==> src/rtl/nco_sweep_ctrl_if.sv <==
// ---------------------------------------------------------------------------
// nco_sweep_ctrl_if
//   Control/status bundle between a sweep requester and nco_sweep_ctrl.
//   The master side issues start/abort and configuration. The slave side is
//   the sweep controller, which returns the NCO drive and the sweep status.
// ---------------------------------------------------------------------------
interface nco_sweep_ctrl_if #(
  parameter int APR = 13,
  parameter int DWW = 16
);

  logic           start;
  logic           abort;
  logic [APR-1:0] cfg_start_inc;
  logic [APR-1:0] cfg_stop_inc;
  logic [APR-1:0] cfg_step;
  logic [DWW-1:0] cfg_dwell;
  logic           cfg_loop;

  logic [APR-1:0] phi_inc_o;
  logic           nco_clken_o;
  logic           busy;
  logic           done;
  logic           cfg_err;
  logic [7:0]     sweep_cnt;

  modport master (
    output start, abort, cfg_start_inc, cfg_stop_inc, cfg_step, cfg_dwell, cfg_loop,
    input  phi_inc_o, nco_clken_o, busy, done, cfg_err, sweep_cnt
  );

  modport slave (
    input  start, abort, cfg_start_inc, cfg_stop_inc, cfg_step, cfg_dwell, cfg_loop,
    output phi_inc_o, nco_clken_o, busy, done, cfg_err, sweep_cnt
  );

endinterface

==> src/rtl/nco_sweep_ctrl.sv <==
// ---------------------------------------------------------------------------
// nco_sweep_ctrl
//   Frequency-sweep sequencer for an NCO. It steps the phase increment from
//   start_inc towards stop_inc in units of step and holds each value for
//   dwell+1 cycles. When stop is passed, the sweep either finishes with a
//   one-cycle done pulse or restarts when loop mode is enabled.
//
//   Optional feature macro: NCO_SWEEP_BIDIR_EN
//     undefined : sawtooth sweep (up, then finish or wrap to start_inc)
//     defined   : triangle sweep (up to stop, then back down to start_inc)
//
//   All outputs are registered. Reset is synchronous and active-high.
// ---------------------------------------------------------------------------
module nco_sweep_ctrl #(
  parameter int APR = 13,
  parameter int DWW = 16
) (
  input  logic             clk,
  input  logic             reset,
  nco_sweep_ctrl_if.slave  bus
);

  localparam logic [1:0] IDLE     = 2'd0;
  localparam logic [1:0] DWELL_UP = 2'd1;
  localparam logic [1:0] DWELL_DN = 2'd2;
  localparam logic [1:0] DONE     = 2'd3;

  logic [1:0]     state;
  logic [APR-1:0] phi_q;
  logic [DWW-1:0] dwell_cnt;
  logic [7:0]     cnt_q;
  logic           busy_q;
  logic           clken_q;
  logic           done_q;
  logic           err_q;

  // Configuration captured when a start is accepted.
  logic [APR-1:0] start_q;
  logic [APR-1:0] stop_q;
  logic [APR-1:0] step_q;
  logic [DWW-1:0] dwell_q;
  logic           loop_q;

  logic           cfg_bad;
  logic           dwell_tc;
  logic [APR:0]   up_sum;
  logic           up_pass;
  logic           sweep_end;
  logic [APR-1:0] restart_val;

`ifdef NCO_SWEEP_BIDIR_EN
  logic [APR:0]   dn_diff;
  logic           dn_pass;
  logic [APR:0]   rs_sum;
`endif

  // Step arithmetic, sweep-end detection and restart value.
  always_comb begin
    // NOTE: every signal gets a default first so no path leaves one unassigned (no latch).
    cfg_bad     = (bus.cfg_step == '0) || (bus.cfg_start_inc > bus.cfg_stop_inc);
    dwell_tc    = (dwell_cnt == '0);
    // One extra bit keeps the carry, so a wrap past the top counts as passing stop.
    up_sum      = {1'b0, phi_q} + {1'b0, step_q};
    up_pass     = (up_sum > {1'b0, stop_q});
    sweep_end   = 1'b0;
    restart_val = start_q;
`ifdef NCO_SWEEP_BIDIR_EN
    // A borrow sets the top bit and counts as passing start_inc.
    dn_diff     = {1'b0, phi_q} - {1'b0, step_q};
    dn_pass     = dn_diff[APR] || (dn_diff[APR-1:0] < start_q);
    rs_sum      = {1'b0, start_q} + {1'b0, step_q};
    // A looping triangle does not repeat start_inc at the turnaround.
    restart_val = (rs_sum > {1'b0, stop_q}) ? start_q : rs_sum[APR-1:0];
    // A sweep ends when the down step passes start_inc. This can also happen
    // directly at the top, when no down step fits.
    if (dwell_tc) begin
      if (state == DWELL_UP)      sweep_end = up_pass && dn_pass;
      else if (state == DWELL_DN) sweep_end = dn_pass;
    end
`else
    if (dwell_tc && (state == DWELL_UP)) sweep_end = up_pass;
`endif
  end

  // Sweep state machine and registered outputs.
  always_ff @(posedge clk) begin
    // NOTE: sequential state uses non-blocking assignments only, so all registers update together.
    if (reset) begin
      state     <= IDLE;
      phi_q     <= '0;
      dwell_cnt <= '0;
      cnt_q     <= '0;
      busy_q    <= 1'b0;
      clken_q   <= 1'b0;
      done_q    <= 1'b0;
      err_q     <= 1'b0;
      start_q   <= '0;
      stop_q    <= '0;
      step_q    <= '0;
      dwell_q   <= '0;
      loop_q    <= 1'b0;
    end else begin
      // done and cfg_err are single-cycle pulses.
      done_q <= 1'b0;
      err_q  <= 1'b0;

      if (bus.abort) begin
        // Abort overrides start and terminal count. phi_inc_o keeps its value.
        state     <= IDLE;
        busy_q    <= 1'b0;
        clken_q   <= 1'b0;
        dwell_cnt <= '0;
      end else begin
        case (state)
          IDLE: begin
            if (bus.start) begin
              if (cfg_bad) begin
                err_q <= 1'b1;
              end else begin
                start_q   <= bus.cfg_start_inc;
                stop_q    <= bus.cfg_stop_inc;
                step_q    <= bus.cfg_step;
                dwell_q   <= bus.cfg_dwell;
                loop_q    <= bus.cfg_loop;
                phi_q     <= bus.cfg_start_inc;
                dwell_cnt <= bus.cfg_dwell;
                cnt_q     <= '0;
                busy_q    <= 1'b1;
                clken_q   <= 1'b1;
                state     <= DWELL_UP;
              end
            end
          end

          DWELL_UP, DWELL_DN: begin
            if (!dwell_tc) begin
              dwell_cnt <= dwell_cnt - DWW'(1);
            end else begin
              dwell_cnt <= dwell_q;
              if (sweep_end) begin
                cnt_q <= cnt_q + 8'd1;
                if (loop_q) begin
                  phi_q <= restart_val;
                  state <= DWELL_UP;
                end else begin
                  state   <= DONE;
                  busy_q  <= 1'b0;
                  clken_q <= 1'b0;
                  done_q  <= 1'b1;
                end
              end else if ((state == DWELL_UP) && !up_pass) begin
                phi_q <= up_sum[APR-1:0];
`ifdef NCO_SWEEP_BIDIR_EN
              end else begin
                // Either turning around at the top or continuing down.
                phi_q <= dn_diff[APR-1:0];
                state <= DWELL_DN;
`endif
              end
            end
          end

          DONE: begin
            // A start seen here is ignored. It is taken in IDLE only if still asserted.
            state <= IDLE;
          end

          default: begin
            state   <= IDLE;
            busy_q  <= 1'b0;
            clken_q <= 1'b0;
          end
        endcase
      end
    end
  end

  // Outputs driven directly from the registers.
  assign bus.phi_inc_o   = phi_q;
  assign bus.nco_clken_o = clken_q;
  assign bus.busy        = busy_q;
  assign bus.done        = done_q;
  assign bus.cfg_err     = err_q;
  assign bus.sweep_cnt   = cnt_q;

endmodule
==> src/flat_wrapper.sv <==
// flat-port wrapper written by rule: the top's interface ports become plain ports
module nco_sweep_ctrl_flat 
#(
  parameter int APR = 13,
  parameter int DWW = 16
)
  (clk, reset, bus_start, bus_abort, bus_cfg_start_inc, bus_cfg_stop_inc, bus_cfg_step, bus_cfg_dwell, bus_cfg_loop, bus_phi_inc_o, bus_nco_clken_o, bus_busy, bus_done, bus_cfg_err, bus_sweep_cnt);
  nco_sweep_ctrl_if #(.APR(APR), .DWW(DWW)) bus_i ();
  input  logic clk;
  input  logic reset;
  input wire logic [$bits(bus_i.start)-1:0] bus_start;
  input wire logic [$bits(bus_i.abort)-1:0] bus_abort;
  input wire logic [$bits(bus_i.cfg_start_inc)-1:0] bus_cfg_start_inc;
  input wire logic [$bits(bus_i.cfg_stop_inc)-1:0] bus_cfg_stop_inc;
  input wire logic [$bits(bus_i.cfg_step)-1:0] bus_cfg_step;
  input wire logic [$bits(bus_i.cfg_dwell)-1:0] bus_cfg_dwell;
  input wire logic [$bits(bus_i.cfg_loop)-1:0] bus_cfg_loop;
  output wire logic [$bits(bus_i.phi_inc_o)-1:0] bus_phi_inc_o;
  output wire logic [$bits(bus_i.nco_clken_o)-1:0] bus_nco_clken_o;
  output wire logic [$bits(bus_i.busy)-1:0] bus_busy;
  output wire logic [$bits(bus_i.done)-1:0] bus_done;
  output wire logic [$bits(bus_i.cfg_err)-1:0] bus_cfg_err;
  output wire logic [$bits(bus_i.sweep_cnt)-1:0] bus_sweep_cnt;
  assign bus_i.start = bus_start;
  assign bus_i.abort = bus_abort;
  assign bus_i.cfg_start_inc = bus_cfg_start_inc;
  assign bus_i.cfg_stop_inc = bus_cfg_stop_inc;
  assign bus_i.cfg_step = bus_cfg_step;
  assign bus_i.cfg_dwell = bus_cfg_dwell;
  assign bus_i.cfg_loop = bus_cfg_loop;
  assign bus_phi_inc_o = bus_i.phi_inc_o;
  assign bus_nco_clken_o = bus_i.nco_clken_o;
  assign bus_busy = bus_i.busy;
  assign bus_done = bus_i.done;
  assign bus_cfg_err = bus_i.cfg_err;
  assign bus_sweep_cnt = bus_i.sweep_cnt;
  nco_sweep_ctrl #(.APR(APR), .DWW(DWW)) u_core (.clk(clk), .reset(reset), .bus(bus_i));
endmodule
==> config.mk <==
export PLATFORM = sky130hd
export DESIGN_NAME = nco_sweep_ctrl_flat
export DESIGN_NICKNAME = d
export VERILOG_FILES = /design/src/rtl/nco_sweep_ctrl_if.sv /design/src/rtl/nco_sweep_ctrl.sv /design/src/flat_wrapper.sv
export SDC_FILE = /design/constraint.sdc
export NUM_CORES = 1
export LEC_CHECK = 0
export BUFFER_PORTS_ARGS = -buffer_cell sky130_fd_sc_hd__buf_2
export CAP_MARGIN = 20
export CORE_ASPECT_RATIO = 1.25
export CORE_MARGIN = 3
export CORE_UTILIZATION = 52
export DETAILED_ROUTE_END_ITERATION = 12
export PLACE_DENSITY = 0.8
export RECOVER_POWER = 25
export SYNTH_ARGS = -nofsm -noshare
export SYNTH_HDL_FRONTEND = slang
export SYNTH_SLANG_ARGS = --single-unit
==> constraint.sdc <==
create_clock -name clk -period 4.3 [get_ports clk]
set_input_delay 0 -clock clk [delete_from_list [all_inputs] [get_ports clk]]
set_output_delay 0 -clock clk [all_outputs]
set_load 0.02 [all_outputs]
==> run metrics <==
final worst-path cycle share 0.989; largest net degree at the start of global routing 66; element type at the critical path end flop; vias in the first global route approximately 5,900; clk sink count 98; FP Rows between 40 and 50; Max Cap Viol 0; clk_skew approximately 9.3 ps; worst-margin pin slew just over 1000 ps; crit path kind reg2reg; CTS H-Tree Depth 3; Initial DRT Pass Iterations 6; fillers between 800 and 900; EDFF count, synth 0; PD cells about 330 nW/µm²; core footprint between 10,000 and 15,000 µm²; TritonCTS Buffers 9; Critical Path RT about 4600 ps; Syn Inst Count about 700; worst skew pair latency approximately 350 ps; die area 12,600 µm²; maximum clock rate approximately 240 MHz; RD Place Congestion ~0.94; Remaining Overflow, GRT 0; Synth Flop Type dfxtp_1; Mapped Nets 804; synthesis-to-finish area growth 24.9%; Post-synth ARST share 0; maximum VDD drop approximately 0.00023 V; DR vias 5,831; DRT iter0 DRCs 375; WP data arrival approximately 4500 ps; via density per instance slightly above 6; Synth warnings 0; Post-Route Hold Slack 32.6 ps; final layout net count around 940; initial antenna violation count 0; IO Port Bufs between 80 and 90; chip width 101 µm; status finished, final reports clean; Max Slew Vio Count 0; Clock Path Buffers 2; flops & latches, synth a little under 100; Inst Count DP a little under 900; Setup crit start kind flop; final setup vio count 0; Final TNS setup 0 ps; mean routed wirelength per cell 17.9 µm; Reg2Reg Setup Slack approximately 46 ps; slew margin rel. 0.312; Cell variety after synth 56; layout cells sized above 1 0.145; HP Class in2reg; drc violations 0; total power draw between 2 and 2.5 mW; R2R depth 16; first-pass GRT wire length roughly 27,000 µm; Tot GR Track Use 0.267; crit path time final 4250 ps; syn avg cell area around 8.4 µm²; Clk pin slew, worst setup/hold paths 70 ps; post-DP HPWL 11,700 µm; Final Hold Vio Count 0; synthesized cell area 5870 µm²; Post-DRT Antenna Nets 0; CTS tree built; Final Worst Setup Slack 46.1 ps; I/O pins 85; dpl ws -202 ps; starting density of the core 0.543; Seq/Total Area, Yosys 0.334; Die H 125 µm; final WL 17,300 µm; Antenna diodes 0; final non-filler cell total just under 1,000; hold path cells 3; crit path max fanout 11; LEAKAGE between 3 and 4 nW; clk root buf clkbuf_16
timing repair:
item                                   in CTS  in global routing
buffers inserted                            0                  4
setup endpoints to repair                  18                 23
pin swaps                                   2                 11
cloned                                      0                  1
hold buffers                               56                  0
gates resized for setup                     3                 16
endpoints found under the hold margin      62                  0
synthesized netlist by cell type, drive strengths merged (5+ instances only):
cell | instances | area share
nor2 | 105 | 0.067
dfxtp | 98 | 0.33
mux2i | 66 | 0.11
inv | 53 | 0.034
ha | 46 | 0.098
a21oi | 40 | 0.034
nand2 | 31 | 0.020
clkbuf | 29 | 0.019
a211oi | 28 | 0.036
o21ai | 16 | 0.014
nor3 | 15 | 0.013
nand3 | 14 | 0.012
o32ai | 11 | 0.016
xnor2 | 11 | 0.016
buf | 10 | 0.0087
nand4 | 10 | 0.011
o31ai | 9 | 0.012
xor2 | 8 | 0.012
and3 | 7 | 0.0075
a31oi | 6 | 0.0064
o211ai | 6 | 0.0077
or3 | 6 | 0.0081
a21o | 5 | 0.0064
nor4 | 5 | 0.0053
or2 | 5 | 0.0053
or4 | 5 | 0.0070
cells by family (layout without fill, tap and decap cells):
group / after synthesis / after routing / share of synthesized area
buffers and inverters: 92 / 229 / 0.0611
xor gates and xnor gates: 19 / 19 / 0.0283
and+or+nand+nor: 223 / 223 / 0.182
muxes: 67 / 67 / 0.114
AOI/OAI and AO/OA: 151 / 151 / 0.179
DFF: 98 / 98 / 0.334
adders and majority gates: 47 / 47 / 0.101
worst max-delay path, stage by stage (launching register included):
cell and delay, ps:
dfxtp_1 330, ha_2 200, fa_2 380, a21oi_2 200, o2111ai_2 160, a31oi_1 260
o21bai_1 130, xor2_1 170, ha_1 340, nand3_1 120, or4_1 560, o311ai_1 130
a41oi_2 270, buf_4 260, nand2_1 80, nand2_2 190, o32ai_1 360
final timing paths:
kind                                start                 endpoint
hold reg to reg   u_core.bus.sweep_cnt[7]  u_core.bus.sweep_cnt[7]
setup / recovery  u_core.bus.phi_inc_o[0]  u_core.bus.phi_inc_o[8]
setup reg to reg  u_core.bus.phi_inc_o[0]  u_core.bus.phi_inc_o[8]
hold / removal                  bus_start       u_core.bus.cfg_err
layout make-up:
| cell class | count | area [µm²] | share of cell area |
|---|---|---|---|
| clock buffers | 9 | 225 | 0.0307 |
| inverters | 53 | 199 | 0.0271 |
| well taps | 132 | 165 | 0.0225 |
| clock inverters | 6 | 51.3 | 0.00699 |
| repair buffers | 161 | 1110 | 0.151 |
| multi-input cells | 507 | 3630 | 0.494 |
| flip-flops and latches | 98 | 1960 | 0.267 |
cell usage in the layout (no fill, tap or decap), types with 6 or more instances in the layout:
master         count
nor2_1           105
dfxtp_1           98
mux2i_1           66
buf_2             57
dlygate4sd3_1     56
inv_1             53
ha_1              45
a21oi_1           35
nand2_1           29
clkbuf_1          28
a211oi_1          27
buf_4             18
nor3_1            14
nand3_1           14
o21ai_0           14
xnor2_1           11
nand4_1           10
o31ai_1            9
o32ai_1            9
clkbuf_16          9
xor2_1             8
and3_1             7
o211ai_1           6
a31oi_1            6
where the power goes:
group | internal, mW | switching, mW
Clock | 0.398 | 0.377
Sequential | 0.952 | 0.0379
Combinational | 0.285 | 0.403
Total | 1.64 | 0.818
stage by stage:
step,utilization,instance area [µm²]
3_5_place_dp,0.595,6440
5_1_grt,0.678,7340
6_report,0.678,7340
3_3_place_gp,0.595,6440
4_1_cts,0.673,7280
2_1_floorplan,-,5880
registers in the layout, indices dropped and copies added (netlist names):
name,count
u_core.bus.busy,1
u_core.bus.cfg_err,1
u_core.bus.done,1
u_core.bus.phi_inc_o,13
u_core.bus.sweep_cnt,8
u_core.dwell_cnt,16
u_core.dwell_q,16
u_core.loop_q,1
u_core.restart_val,13
u_core.state,2
u_core.step_q,13
u_core.stop_q,13
layer usage:
metal / global-route usage / wire [µm] / up-vias
met5: 0 / 0 / -
met4: 0.131 / 668 / 0
met3: 0.0471 / 1040 / 51
met2: 0.467 / 8780 / 226
met1: 0.305 / 6830 / 2776
li1: - / - / 2778
(Power assumes the default switching activity.)
